===== config.mk =====
export PLATFORM = sky130hd
export DESIGN_NAME = shacc_pipe
export DESIGN_NICKNAME = d
export VERILOG_FILES = /design/src/rtl/mvu_pkg.sv /design/src/rtl/shacc_satadd.sv /design/src/rtl/shacc_pipe.sv
export SDC_FILE = /design/constraint.sdc
export NUM_CORES = 1
export LEC_CHECK = 0
export ABC_AREA = 1
export BUFFER_PORTS_ARGS = -buffer_cell sky130_fd_sc_hd__buf_2
export CORE_ASPECT_RATIO = 1.2
export CORE_MARGIN = 3
export CORE_UTILIZATION = 55
export DETAILED_ROUTE_END_ITERATION = 16
export PLACE_DENSITY_LB_ADDON = 0.15
export SLEW_MARGIN = 10
export SYNTH_ARGS = -nofsm -noshare
export SYNTH_HDL_FRONTEND = slang
export SYNTH_SLANG_ARGS = --single-unit

===== constraint.sdc =====
create_clock -name clk -period 4.65 [get_ports clk]
set_input_delay 1.395 -clock clk [delete_from_list [all_inputs] [get_ports clk]]
set_output_delay 1.395 -clock clk [all_outputs]
set_load 0.01 [all_outputs]

===== src/rtl/mvu_pkg.sv =====
// Shared constants for the matrix-vector unit: operand precision, bank address
// widths, and the default widths of the shift-accumulate datapath.
package mvu_pkg;

    localparam int BPREC   = 16;  // maximum operand precision in bit-planes
    localparam int BDBANKA = 10;  // data bank address width
    localparam int BWBANKA = 12;  // weight bank address width

    localparam int BDIN = 16;     // partial product width from the bit-serial array
    localparam int BACC = 32;     // accumulator / result width

endpackage


===== src/rtl/shacc_satadd.sv =====
// Combinational shift-accumulate step: optional doubling, signed add/subtract
// and overflow detection on a two-bit-wide intermediate, then clamp or wrap.
module shacc_satadd #(
    parameter int BDIN     = mvu_pkg::BDIN,
    parameter int BACC     = mvu_pkg::BACC,
    parameter int SATURATE = 1
) (
    input  logic [BACC-1:0] acc,
    input  logic [BDIN-1:0] data_in,
    input  logic            sh,
    input  logic            neg,
    output logic [BACC-1:0] sum,
    output logic            ovf
);

    localparam int BW = BACC + 2;

    logic [BW-1:0] acc_w;
    logic [BW-1:0] din_w;
    logic [BW-1:0] base;
    logic [BW-1:0] addend;
    logic [BW-1:0] next;

    // Two guard bits hold 2*acc + |data_in| exactly, including negating -2^(BDIN-1).
    always_comb begin
        acc_w  = {{2{acc[BACC-1]}}, acc};
        din_w  = {{(BW-BDIN){data_in[BDIN-1]}}, data_in};
        base   = sh  ? {acc_w[BW-2:0], 1'b0} : acc_w;
        addend = neg ? (~din_w + 1'b1) : din_w;
        next   = base + addend;
        ovf    = (next[BW-1:BACC-1] != {(BW-BACC+1){next[BW-1]}});
        if (ovf && (SATURATE != 0)) begin
            sum = next[BW-1] ? {1'b1, {(BACC-1){1'b0}}} : {1'b0, {(BACC-1){1'b1}}};
        end else begin
            sum = next[BACC-1:0];
        end
    end

endmodule


===== src/rtl/shacc_pipe.sv =====
// Shift-accumulator for bit-serial dot products: input register, accumulate
// stage, and a result register that presents each finished sum with a pulse.
module shacc_pipe #(
    parameter int BDIN     = mvu_pkg::BDIN,
    parameter int BACC     = mvu_pkg::BACC,
    parameter int SATURATE = 1
) (
    input  logic            clk,
    input  logic            rst_n,
    input  logic            clr,
    input  logic            in_valid,
    input  logic [BDIN-1:0] data_in,
    input  logic            sh,
    input  logic            neg,
    input  logic            done,
    output logic [BACC-1:0] acc_out,
    output logic            out_valid,
    output logic            ovf
);

    logic            s1_valid;
    logic [BDIN-1:0] s1_data;
    logic            s1_sh;
    logic            s1_neg;
    logic            s1_done;

    logic [BACC-1:0] acc;
    logic            ovf_acc;
    logic [BACC-1:0] sum;
    logic            ovf_now;

    logic            r_valid;
    logic [BACC-1:0] r_acc;
    logic            r_ovf;

    shacc_satadd #(
        .BDIN     (BDIN),
        .BACC     (BACC),
        .SATURATE (SATURATE)
    ) u_satadd (
        .acc     (acc),
        .data_in (s1_data),
        .sh      (s1_sh),
        .neg     (s1_neg),
        .sum     (sum),
        .ovf     (ovf_now)
    );

    // NOTE: every register here, including the datapath ones, is reset so no
    // X from a stale partial sum can reach acc_out; sequential state uses <= only.
    always_ff @(posedge clk or negedge rst_n) begin
        if (!rst_n) begin
            s1_valid <= 1'b0;
            s1_data  <= '0;
            s1_sh    <= 1'b0;
            s1_neg   <= 1'b0;
            s1_done  <= 1'b0;
        end else if (clr) begin
            s1_valid <= 1'b0;
            s1_done  <= 1'b0;
        end else begin
            s1_valid <= in_valid;
            if (in_valid) begin
                s1_data <= data_in;
                s1_sh   <= sh;
                s1_neg  <= neg;
                s1_done <= done;
            end
        end
    end

    // A closing plane hands its sum to the result register and restarts from zero.
    always_ff @(posedge clk or negedge rst_n) begin
        if (!rst_n) begin
            acc     <= '0;
            ovf_acc <= 1'b0;
            r_valid <= 1'b0;
            r_acc   <= '0;
            r_ovf   <= 1'b0;
        end else if (clr) begin
            acc     <= '0;
            ovf_acc <= 1'b0;
            r_valid <= 1'b0;
        end else begin
            r_valid <= s1_valid && s1_done;
            if (s1_valid) begin
                if (s1_done) begin
                    r_acc   <= sum;
                    r_ovf   <= ovf_acc | ovf_now;
                    acc     <= '0;
                    ovf_acc <= 1'b0;
                end else begin
                    acc     <= sum;
                    ovf_acc <= ovf_acc | ovf_now;
                end
            end
        end
    end

    always_ff @(posedge clk or negedge rst_n) begin
        if (!rst_n) begin
            out_valid <= 1'b0;
            acc_out   <= '0;
            ovf       <= 1'b0;
        end else if (clr) begin
            out_valid <= 1'b0;
        end else begin
            out_valid <= r_valid;
            if (r_valid) begin
                acc_out <= r_acc;
                ovf     <= r_ovf;
            end
        end
    end

endmodule


### Word-level counts from Yosys, hierarchy flattened

Index checks and enable logic that the tools add are counted.

| word-level totals | value |
|---|---|
| logic and storage cells | 40 |
| bits in registers | 121 |
| input port bits | 23 |
| output and inout bits | 34 |

| cells by class | value |
|---|---|
| equal/unequal tests | 1 |
| bitwise logic cells | 3 |
| reduce and logical (&&, ||, !) cells | 6 |
| mux-type cells | 15 |
| $add $sub $neg | 2 |

Operators with widths:

| kind | number |
|---|---|
| 32-bit two-way mux | 6 |
| 34-bit by 1-bit adder with 34-bit output, second input constant | 1 |
| 34-bit adder | 1 |
| 34-bit two-way mux | 1 |
| 34-bit NOT | 1 |
| 1-bit two-way mux | 8 |
| 2-bit AND reduction | 2 |
| 2-bit nonzero test | 2 |
| 3-bit AND reduction | 1 |
| 2-bit != test | 1 |
| 1-bit logical AND | 1 |
| 1-bit NOT | 1 |
| 1-bit OR | 1 |

### Depth between registers and ports, before layout

Gate-level depths: netlist of the first run.

| depth | value |
|---|---|
| word-level depth | 9 |
| mapped depth | 31 |
| depth with buffers taken out | 30 |

### Hierarchy

Synthesis of the first run repeated with hierarchy kept, for this count alone.

| second synthesis, totals | value |
|---|---|
| cell total of the unflattened synthesis | 1145 |
| area total of the unflattened synthesis | 8061.5 um^2 |

By module, submodules not included:

| module | sequential area each (um^2) | times used | area an instance (um^2) | cells an instance |
|---|---|---|---|---|
| shacc_pipe | 3027.9 | 1 | 4521.8 | 477 |
| shacc_satadd | 0.0 | 1 | 3539.6 | 668 |

### Least setup slack after synthesis of the first run

Ideal clock, no wire load.

| timing path | value |
|---|---|
| path kind | register to register |
| start | register s1_data[0] |
| end | register acc[10] |
| library setup time | 0.117 ns |
| slack | 0.998 ns |
| cell stages (with the launch flop) | 29 |
| period minus slack after synthesis | 3.652 ns |
| data required time | 4.533 ns |
| arrival time | 3.535 ns |
| buffers on the path | 1 |
| cells stage by stage | dfrtp_1 -> inv_1 -> ha_1 -> inv_1 -> nor2_1 -> inv_1 -> nor4_1 -> inv_1 -> nor3_1 -> nand2_1 -> nor3_1 -> nand3_1 -> ha_1 -> a21oi_1 -> ha_1 -> nand2_1 -> nand2_1 -> o21bai_1 -> a21oi_1 -> nand2_2 -> nand2_1 -> nand2_1 -> nand2_1 -> nand2_2 -> o21ai_1 -> buf_2 -> nand2_1 -> nand2_1 -> nand2_1 |

| between the ends | value |
|---|---|
| longest elaborated chain between the ends | 9 |
| elaborated cells between the ends (all ways) | 10 |
| those cells by class | 2 x add/sub; 1 x eq/ne; 6 x mux; 1 x bitwise |

RTL lines:

| what | RTL line | text |
|---|---|---|
| from (decl) | shacc_pipe.sv:22 | `logic [BDIN-1:0] s1_data;` |
| from (signal assigned) | shacc_pipe.sv:64 | `s1_data <= data_in;` |
| 34-bit NOT | shacc_satadd.sv:29 | `addend = neg ? (~din_w + 1'b1) : din_w;` |
| 34-bit by 1-bit adder with 34-bit output | shacc_satadd.sv:29 |  |
| 34-bit two-way mux (*) | shacc_satadd.sv:29 |  |
| 34-bit adder (*) | shacc_satadd.sv:30 | `next = base + addend;` |
| 2-bit != test / 32-bit two-way mux (equally long branches) | shacc_satadd.sv:31, shacc_satadd.sv:33 |  |
| 32-bit two-way mux (*) | shacc_satadd.sv:32 | `if (ovf && (SATURATE != 0)) begin` |
| 32-bit two-way mux (*) | shacc_pipe.sv:87 | `if (s1_done) begin` |
| 32-bit two-way mux (*) | shacc_pipe.sv:86 | `if (s1_valid) begin` |
| 32-bit two-way mux (*) | shacc_pipe.sv:80 | `end else if (clr) begin` |
| to (signal assigned) | shacc_pipe.sv:93 | `acc <= sum;` |
| to (decl) | shacc_pipe.sv:27 | `logic [BACC-1:0] acc;` |

Every way passes the cells marked *; elsewhere a longest branch is shown, timed or not. The select of a mux whose other input is x is not followed.
A chain may end at the register's enable or synchronous reset.

### Final worst setup path of the first run

| timing path | value |
|---|---|
| start | register s1_data[0] |
| end | register acc[18] |

Same word-level chain as after synthesis.

==> impl_metrics.tcl, run 1 <==
set metrics [dict create \
    outcome "finished clean" \
    first_pass_iters 5 \
    grt_pass1_wl_um 30820 \
    synthMuxAreaShare_pct 0.2923 \
    diodes 0 \
    antenna_found_initial 0 \
    skew_ps 12.33 \
    initial_core_util_pct 57.22 \
    worstPathRequired_ps 5000 \
    worst-setup-path-type "reg2reg" \
    yosys_warnings 0 \
    syn_inst 1131 \
    synth_cell_types 35 \
    nets 1247 \
    vias 6982 \
    clock_sinks 121 \
    syn_to_final_growth_pct 15.16 \
    grt_max_degree 70 \
    cp_max_fo 16 \
    setup_ws_ps 370.8 \
    clock.fmax_mhz 233.7 \
    period_share_pct 92.03 \
    hp-start "r_acc[14]$_DFFE_PN0P_" \
    final_max_slew_viol_count 0 \
    worstHoldEndpoint "acc_out[14]$_DFFE_PN0P_" \
    cts_htree_levels 4 \
    routed_wl_um 18690 \
    synth-seq-area-share_pct 39.29 \
    rows 46 \
    yosys.area_share.simple_pct 34.00 \
    r2r_cells 27 \
    die-area_sq_um 15470 \
    worst_pin_slew_ps 913.0 \
    cts-root-buf "clkbuf_16" \
    ctsHoldBuffers 0 \
    postSynthNetCount 1191 \
    port_buffers 56 \
    ant_nets 0 \
    leakagePower_uw 0.005013 \
    clk_pin_slew_ps 60 \
    place.gp.congestion 0.9248 \
    wl_per_cell_um 13.66 \
    clock_latency_ps 420 \
    synth_xor_area_share_pct 4.660 \
    via_per_inst 5.104 \
    r2r-end "acc[18]$_DFFE_PN0P_" \
    fin_crit_ps 4279 \
    hold_violations 0 \
    multi_input_area_sq_um 4240 \
    grt_pass1_vias 6503 \
    ff2ff_setup_slack_ps 370 \
    overflow 0 \
    dr.first_iter.drc_count 578 \
    final-seq-area_sq_um 3028 \
    tritoncts "yes" \
    hold_depth 2 \
    ys_ff_latch 121 \
    final_core_util_pct 65.90 \
    maxSlewHeadroom_pct 38.76 \
    hpwl_um 13370 \
    synthAdderAreaFrac_pct 6.105 \
    finalPower_uw 4798 \
    die_w_um 114.1 \
    r2r_start "s1_data[0]$_DFFE_PN0P_" \
    io_pins 57 \
    syn_area_sq_um 7706 \
    drc_errors 0 \
    grt_usage_pct 24.86 \
    synth_top_family_by_area "simple AND/OR/NAND/NOR gates" \
    maxCapViolCount 0 \
    worstPathArrival_ps 4630 \
    cp-end-kind "register" \
    vdd_drop_max_mv 0.4332 \
    tns_ps 0 \
    drive_gt1_share_pct 10.58 \
    fp.dieH_um 135.7 \
    synth_compound_area_share_pct 8.735 \
    core_area_sq_um 13470 \
    setup_viol 0 \
    fill_cells 1232 \
    post-place-ws_ps 272.1 \
    cts_made_buffers 17 \
    power_density_nw_per_um2 540.6 \
    cts_max_path_buffers 2 \
    start_kind "register" \
    avgSynthCellArea_sq_um 6.814 \
    hold_path_class "reg2reg" \
]
-- how the worst max path moves through the flow --
stage                                 startpoint                    end  slack, ps  depth (start not counted)
final                     s1_data[0]$_DFFE_PN0P_    acc[18]$_DFFE_PN0P_        370                         27
after global routing      s1_data[1]$_DFFE_PN0P_  r_acc[14]$_DFFE_PN0P_        -20                         27
after CTS                 s1_data[0]$_DFFE_PN0P_     acc[7]$_DFFE_PN0P_        220                         30
after detailed placement  s1_data[0]$_DFFE_PN0P_     acc[7]$_DFFE_PN0P_        270                         30
after global placement    s1_data[0]$_DFFE_PN0P_   r_acc[7]$_DFFE_PN0P_        360                         30
after floorplan           s1_data[0]$_DFFE_PN0P_    acc[10]$_DFFE_PN0P_       1000                         28
-- layout by cell type (no fill, tap or decap), types with 6 or more instances in the layout --
master,count
a21oi_1,59
buf_2,55
buf_4,14
clkbuf_16,17
dfrtp_1,121
ha_1,36
inv_1,97
nand2_1,534
nand3_1,25
nor2_1,82
nor3_1,6
o21ai_0,44
o21bai_1,6
xnor2_1,11
xor2_1,30
-- final cells by class --
class | instances | area share (%)
clock inverters | 13 | 1.889
inverters | 100 | 4.230
clock buffers | 19 | 5.104
flip-flops and latches | 121 | 34.12
repair buffers | 70 | 4.511
multi-input cells | 877 | 47.78
well taps | 168 | 2.369
-- state kept, by name (all words and copies together) (netlist names) --
name,count
r_ovf,1
s1_done,1
s1_sh,1
r_acc,32
acc,32
out_valid,1
s1_data,16
s1_neg,1
r_valid,1
ovf,1
s1_valid,1
acc_out,32
ovf_acc,1
-- cells by family after synthesis --
logic type	Yosys count
adder cells (fa/ha/maj)	37
AND/OR/NAND/NOR	670
XOR/XNOR	41
AO/OA/AOI/OAI	125
multiplexers	2
flip-flops	121
buffers and inverters	135
-- synthesized netlist by cell type --
master      n  area share, %
nor2_2      1          0.081
inv_2       1          0.049
a22o_1      1           0.11
nor3_1     10           0.65
inv_1      97            4.7
a31oi_1     4           0.32
nand2_4     2           0.29
nand2_1   534             26
a22oi_1     1          0.097
mux2_2      2           0.29
and2_1      2           0.16
ha_1       36            5.8
nand3_1    25            1.6
or2_0       1          0.081
buf_2       3           0.19
dfrtp_1   121             39
a21oi_1    59            3.8
xnor2_1    11            1.3
o21ai_2     1           0.11
o21bai_1    6           0.58
nor4_1      2           0.16
fa_1        1           0.26
a21o_1      5           0.49
nor3_2      1           0.13
clkbuf_1   29            1.4
o21ai_0    44            2.9
o31ai_1     1          0.097
nand3_2     2           0.26
nor2_1     85            4.1
a21boi_1    1          0.097
nand2_2     5           0.41
clkinv_1    2          0.097
o21ai_1     2           0.13
xor2_1     30            3.4
buf_6       3           0.44
-- report_power, final --
part | internal [uW] | switching [uW] | leakage (uW)
Sequential | 1290 | 151 | 0.00161
Clock | 875 | 496 | 0.000300
Combinational | 682 | 1300 | 0.00311
-- critical path, stage by stage, from the launching register on --
cell     delay [ps]
dfrtp_1         410
inv_1           100
ha_1            140
inv_1            40
nor2_1           70
inv_1            60
nor4_1          160
inv_1           100
nor3_2          140
nand2_1         120
nor3_2          150
nand3_1         120
nand2_1         270
inv_1            90
ha_1            380
a21oi_1         240
o21ai_0         190
nand2_1         100
nand2_1          70
a21oi_1         190
nand3_1         130
nand2_2         180
nand3_4         220
nand2_8         210
nand2_1          70
nand2_1         100
nand2_1          60
nand2_1          70
-- metal layers --
metal / up-vias / GRT usage, % / routed length, um
met5: - / 0 / 0
met4: 0 / 7.129 / 302
met3: 24 / 4.334 / 848
met2: 174 / 38.35 / 8287
met1: 3141 / 36.04 / 9249
li1: 3643 / - / -
-- repair_timing --
action                                 in CTS  in global routing
setup endpoints to repair                   0                 64
endpoints found under the hold margin       0                  0
buffers inserted                            0                  1
gates resized for setup                     0                  8
-- stage by stage --
stage / cells / area (sq um) / hold WS, ps
5_1_grt: 1368 / 8875 / 486.8
3_5_place_dp: 1333 / 8170 / 453.7
4_1_cts: 1365 / 8791 / 470.3
3_3_place_gp: 1333 / 8170 / 447.7
6_report: 1368 / 8875 / 468.7
2_1_floorplan: 1131 / 7706 / 442.2
Note: power is estimated with default switching activity, not from simulation.
==> run 2, diff against run 1 <==
--- a/config.mk
+++ b/config.mk
@@ -9,9 +9,10 @@
 export BUFFER_PORTS_ARGS = -buffer_cell sky130_fd_sc_hd__buf_2
 export CORE_ASPECT_RATIO = 1.2
 export CORE_MARGIN = 3
-export CORE_UTILIZATION = 55
+export CORE_UTILIZATION = 40
 export DETAILED_ROUTE_END_ITERATION = 16
 export PLACE_DENSITY_LB_ADDON = 0.15
+export RECOVER_POWER = 100
 export SLEW_MARGIN = 10
 export SYNTH_ARGS = -nofsm -noshare
 export SYNTH_HDL_FRONTEND = slang
==> run 2 against run 1 <==
Compared with the run above: the flow now finishes with violations (capacitance limit, slew limit); flip-flop and latch count is the same; final cell count rose by 6.3%; combinational power shrank 3%; critical path type unchanged.
==> impl_metrics.tcl, run 2 (synthesis results as in run 1) <==
set metrics [dict create \
    wl_per_cell_um 13.41 \
    hold_violations 0 \
    final_cell_mix "nand2_1 (534), dfrtp_1 (121), inv_1 (97)" \
    diodes 0 \
    grt_max_degree 70 \
    fp.dieH_um 158.0 \
    cts_made_buffers 17 \
    finalPower_uw 4846 \
    clock_latency_ps 420 \
    grt_pass1_wl_um 32940 \
    overflow 0 \
    cts_setup_buffers 0 \
    nets 1245 \
    port_buffers 56 \
    hold_depth 2 \
    clk_pin_slew_ps 60 \
    critical_path.top_delay_family "simple AND/OR/NAND/NOR gates" \
    worst_pin_slew_ps 2916 \
    start_kind "register" \
    first_pass_iters 5 \
    place.gp.congestion 0.9552 \
    worstPathRequired_ps 5000 \
    tns_ps 0 \
    vias 6796 \
    cp_num_cells 31 \
    cts_max_path_buffers 2 \
    drive_gt1_share_pct 7.346 \
    core_area_sq_um 18860 \
    leakagePower_uw 0.004873 \
    final-seq-area_sq_um 3028 \
    skew_ps 16.18 \
    clock_sinks 121 \
    ant_nets 0 \
    maxCapViolCount 1 \
    via_per_inst 4.674 \
    cts_htree_levels 4 \
    cp_max_fo 22 \
    drc_errors 0 \
    max_stage_delay_ps 400 \
    tritoncts "yes" \
    antenna_found_initial 0 \
    io_pins 57 \
    cts-root-buf "clkbuf_16" \
    setup_viol 0 \
    hpwl_um 14510 \
    syn_to_final_growth_pct 16.14 \
    fill_cells 2051 \
    clock.fmax_mhz 243.5 \
    final_max_slew_viol_count 53 \
    period_share_pct 88.33 \
    dr.first_iter.drc_count 376 \
    hold_path_class "reg2reg" \
    violations "capacitance limit, slew limit" \
    routed_wl_um 19490 \
    mostFrequentLayoutCell "nand2_1" \
    grt_pass1_vias 6714 \
    worstPathArrival_ps 4450 \
    outcome "complete, but fails checks" \
    cp-end-kind "register" \
    slowest_stage "dfrtp_1" \
    crit_path_frequent_cell "nand2_1" \
    vdd_drop_max_mv 0.2875 \
    maxSlewHeadroom_pct -94.38 \
    rsz0062_at_grt "false" \
    fin_crit_ps 4107 \
    initial_core_util_pct 40.87 \
    cp_num_buf_inv 6 \
    final_core_util_pct 47.47 \
    rows 55 \
    largestRegisters "acc (32), acc_out (32), r_acc (32)" \
    die-area_sq_um 20970 \
    multi_input_area_sq_um 4184 \
    r2r_cells 31 \
    grt_usage_pct 19.27 \
    fin_hold_ws_ps 467.9 \
    power_density_nw_per_um2 541.5 \
    worst-setup-path-type "reg2reg" \
    die_w_um 132.7 \
]
[run 2: power by group]
group	total [uW]	switching, uW	internal, uW
Combinational	1940	1250	689
Clock	1450	520	931
Sequential	1450	163	1290
[run 2: worst min-delay path: stages, from the launching register on]
cell,delay [ps]
dfrtp_1,340
nand2_1,50
nand2_1,40
[run 2: worst paths after layout]
path	startpoint	slack, ps	endpoint
setup / recovery	s1_data[0]$_DFFE_PN0P_	540	r_acc[12]$_DFFE_PN0P_
hold / removal	r_acc[24]$_DFFE_PN0P_	470	acc_out[24]$_DFFE_PN0P_
setup reg to reg	s1_data[0]$_DFFE_PN0P_	540	r_acc[12]$_DFFE_PN0P_
hold reg to reg	r_acc[24]$_DFFE_PN0P_	470	acc_out[24]$_DFFE_PN0P_
max in group asynchronous	rst_n	1070	acc[5]$_DFFE_PN0P_
min in group asynchronous	rst_n	1910	acc_out[27]$_DFFE_PN0P_
[run 2: final cells by class]
| class | count | share of cell area, % |
|---|---|---|
| Clock buffer | 19 | 5.061 |
| Clock inverter | 13 | 2.125 |
| Inverter | 100 | 4.194 |
| Multi-Input combinational cell | 875 | 46.75 |
| Sequential cell | 121 | 33.83 |
| Tap cell | 256 | 3.579 |
| Timing Repair Buffer | 70 | 4.460 |
[run 2: through the flow]
step | setup WS [ps] | std cells | instance area [sq um]
5_1_grt | 25.00 | 1454 | 8950
6_report | 542.5 | 1454 | 8950
3_5_place_dp | 380.3 | 1422 | 8343
4_1_cts | 326.9 | 1454 | 8986
2_1_floorplan | 998.3 | 1131 | 7706
3_3_place_gp | 406.8 | 1422 | 8343
[run 2: routing by layer]
layer	part of all wire (%)	track usage, %	vias up
met5	0	0	-
met4	0.83	4.554	0
met3	3.4	3.560	10
met2	43	30.09	126
met1	52	27.90	3036
li1	-	-	3624
[run 2: repair_timing]
action | in CTS | in global routing
resized for setup | 0 | 3
hold buffers | 0 | 0
setup endpoints to repair | 0 | 64
==> run 3, diff against run 2 <==
--- a/config.mk
+++ b/config.mk
@@ -5,7 +5,6 @@
 export SDC_FILE = /design/constraint.sdc
 export NUM_CORES = 1
 export LEC_CHECK = 0
-export ABC_AREA = 1
 export BUFFER_PORTS_ARGS = -buffer_cell sky130_fd_sc_hd__buf_2
 export CORE_ASPECT_RATIO = 1.2
 export CORE_MARGIN = 3
==> run 3 against run 2 <==
Compared with the run above: the flow still finishes with violations (capacitance limit, slew limit); sequential power is 8% higher; final area is 0.13% lower; utilization is 0.57 points lower; flip-flop and latch count stayed put; setup slack worse by 400 ps; highest routed layer unchanged.
==> impl_metrics.tcl, run 3 <==
set metrics [dict create \
    cts_made_buffers 17 \
    hold_path_class "reg2reg" \
    async_flop_share_pct 100.0 \
    wl_met2_um 9111 \
    postSynthNetCount 857 \
    post-place-ws_ps 49.59 \
    drc_errors 0 \
    max_stage_delay_ps 590 \
    synth_cell_types 74 \
    syn_area_sq_um 7875 \
    nets 905 \
    dr.first_iter.drc_count 380 \
    synth_top_cell_area_share_pct 38.45 \
    synth_largest_area_cell "dfrtp_1" \
    overflow 0 \
    port_buffers 56 \
    violations "capacitance limit, slew limit" \
    final_cell_mix "dfrtp_1 (121), nand2_1 (111), mux2_2 (79)" \
    synth-seq-area-share_pct 38.45 \
    worst-setup-path-type "reg2reg" \
    grt_max_degree 122 \
    wl_met1_um 9553 \
    cts-root-buf "clkbuf_16" \
    fin_crit_ps 4506 \
    avgSynthCellArea_sq_um 9.881 \
    fp.dieH_um 159.7 \
    syn_to_final_growth_pct 13.50 \
    vias 6119 \
    die-area_sq_um 21410 \
    critical_path.top_delay_family "compound AO/OA/AOI/OAI gates" \
    core_area_sq_um 19060 \
    mostFrequentLayoutCell "dfrtp_1" \
    initial_core_util_pct 41.31 \
    outcome "complete, but fails checks" \
    tritoncts "yes" \
    io_pins 57 \
    worstPathRequired_ps 4880 \
    ctsHoldBuffers 0 \
    slowest_stage "or4_1" \
    clk_pin_slew_ps 60 \
    final_max_slew_viol_count 192 \
    leakagePower_uw 0.004036 \
    fill_cells 1856 \
    ys_ff_latch 121 \
    skew_ps 9.444 \
    ff2ff_setup_slack_ps 140 \
    antenna_found_initial 0 \
    diodes 0 \
    synthTopCellsByCount "dfrtp_1 (121), nand2_1 (111), mux2_2 (79)" \
    synth_most_common_cell "dfrtp_1" \
    cts_max_path_buffers 2 \
    top_layer_used "met4" \
    wl_per_cell_um 17.72 \
    worstPathArrival_ps 4740 \
    tns_ps 0 \
    crit_chain "or4_1 -> or3_1 -> o31ai_1 -> xnor2_1 -> ha_1 -> nand2_1 -> nor2_1 -> a211oi_1 -> o211ai_1 -> buf_4 -> o31ai_2 -> o21ai_1 -> a21boi_0 -> xor2_1 -> o221ai_1" \
    setup_viol 0 \
    setup_ws_ps 144.1 \
    hold_violations 0 \
    die_w_um 134.1 \
    clock_latency_ps 420 \
    vdd_drop_max_mv 0.3756 \
    rows 55 \
    grt_pass1_vias 6042 \
    cts_htree_levels 4 \
    place.gp.congestion 0.9389 \
    maxSlewHeadroom_pct -98.50 \
    yosys_most_used_dff "dfrtp_1" \
    synth.area.top_cells "dfrtp_1 (38%), mux2_2 (11%), ha_1 (5.7%), nand2_1 (5.3%), a21oi_1 (4.6%)" \
    via_per_inst 5.493 \
    cp-end-kind "register" \
    clock_sinks 121 \
    yosys_warnings 0 \
    power_density_nw_per_um2 605.0 \
    clock.fmax_mhz 221.9 \
    first_pass_iters 5 \
    cp_max_fo 6 \
    ant_nets 0 \
    period_share_pct 96.90 \
    largestRegisters "acc (32), acc_out (32), r_acc (32)" \
    syn_inst 797 \
    drive_gt1_share_pct 24.36 \
    start_kind "register" \
    worst_pin_slew_ps 2978 \
    maxCapViolCount 3 \
    cp_num_buf_inv 1 \
    synth-edff-count 0 \
    routed_wl_um 19750 \
    hpwl_um 14400 \
    wl_met3_um 777 \
    grt_usage_pct 18.54 \
    grt_pass1_wl_um 32110 \
]
[run 3: cell types whose count changed after synthesis, moves of 17 or more]
cell     previous run  this run
o21ai_0            44        27
o21ai_1             2        26
nand2_1           534       111
mux2_2              2        79
nor2_1             85        25
inv_1              97        12
[run 3: final cells by class]
class                      instances  area, sq um  area share (%)
inverter                          12        45.04          0.5039
clock inverter                    15        188.9           2.114
clock buffer                      17        425.4           4.759
timing repair buffer              76        424.2           4.745
sequential                       121         3028           33.87
multi-input combinational        617         4507           50.42
tap                              256        320.3           3.583
[run 3: cells by family (layout without fill, tap and decap cells)]
group	Yosys count	count (layout)	synth area share, %
compound gates	243	243	21.61
xor+xnor	41	41	4.560
fa+ha+maj	37	37	5.974
buf+inv	59	120	4.353
flops	121	121	38.45
mux	81	81	11.60
simple gates	215	215	13.46
[run 3: path summary, 6_finish.rpt]
kind,from,endpoint,cells past startpoint
setup / recovery,s1_data[8]$_DFFE_PN0P_,r_acc[26]$_DFFE_PN0P_,15
hold / removal,r_acc[6]$_DFFE_PN0P_,r_acc[6]$_DFFE_PN0P_,2
setup reg to reg,s1_data[8]$_DFFE_PN0P_,r_acc[26]$_DFFE_PN0P_,15
hold reg to reg,r_acc[6]$_DFFE_PN0P_,r_acc[6]$_DFFE_PN0P_,2
max in group asynchronous,rst_n,acc[25]$_DFFE_PN0P_,2
min in group asynchronous,rst_n,acc_out[9]$_DFFE_PN0P_,2
[run 3: worst min-delay path, cell delays in order, from the launching register on]
cell	delay, ps
dfrtp_1	340
nand2_1	60
o21ai_2	50
[run 3: power by group]
group | internal [uW] | switching, uW | leakage, uW
logic | 964 | 1500 | 0.00219
clock network | 854 | 526 | 0.000289
registers | 1350 | 209 | 0.00156
[run 3: what timing repair did]
action,4_1_cts,5_1_grt
gates resized for setup,0,16
endpoints found under the setup margin,0,64
setup buffers,0,2
[run 3: layer usage]
| layer | up-vias | GRT usage [%] |
|---|---|---|
| met3 | 26 | 3.718 |
| li1 | 2988 | - |
| met2 | 148 | 28.71 |
| met5 | - | 0 |
| met4 | 0 | 4.954 |
| met1 | 2957 | 26.60 |
[run 3: per-stage QoR]
step | total power, uW | std cells | cell area [sq um] | hold WS, ps | utilization (%)
6_report | 5408 | 1114 | 8939 | 472.3 | 46.89
5_1_grt | 5787 | 1114 | 8939 | 508.3 | 46.89
4_1_cts | 5480 | 1112 | 8982 | 478.4 | 47.12
3_5_place_dp | 4064 | 1080 | 8368 | 464.9 | 43.90
3_3_place_gp | 4018 | 1080 | 8368 | 469.6 | 43.90
2_1_floorplan | 3448 | 797 | 7875 | 446.0 | -
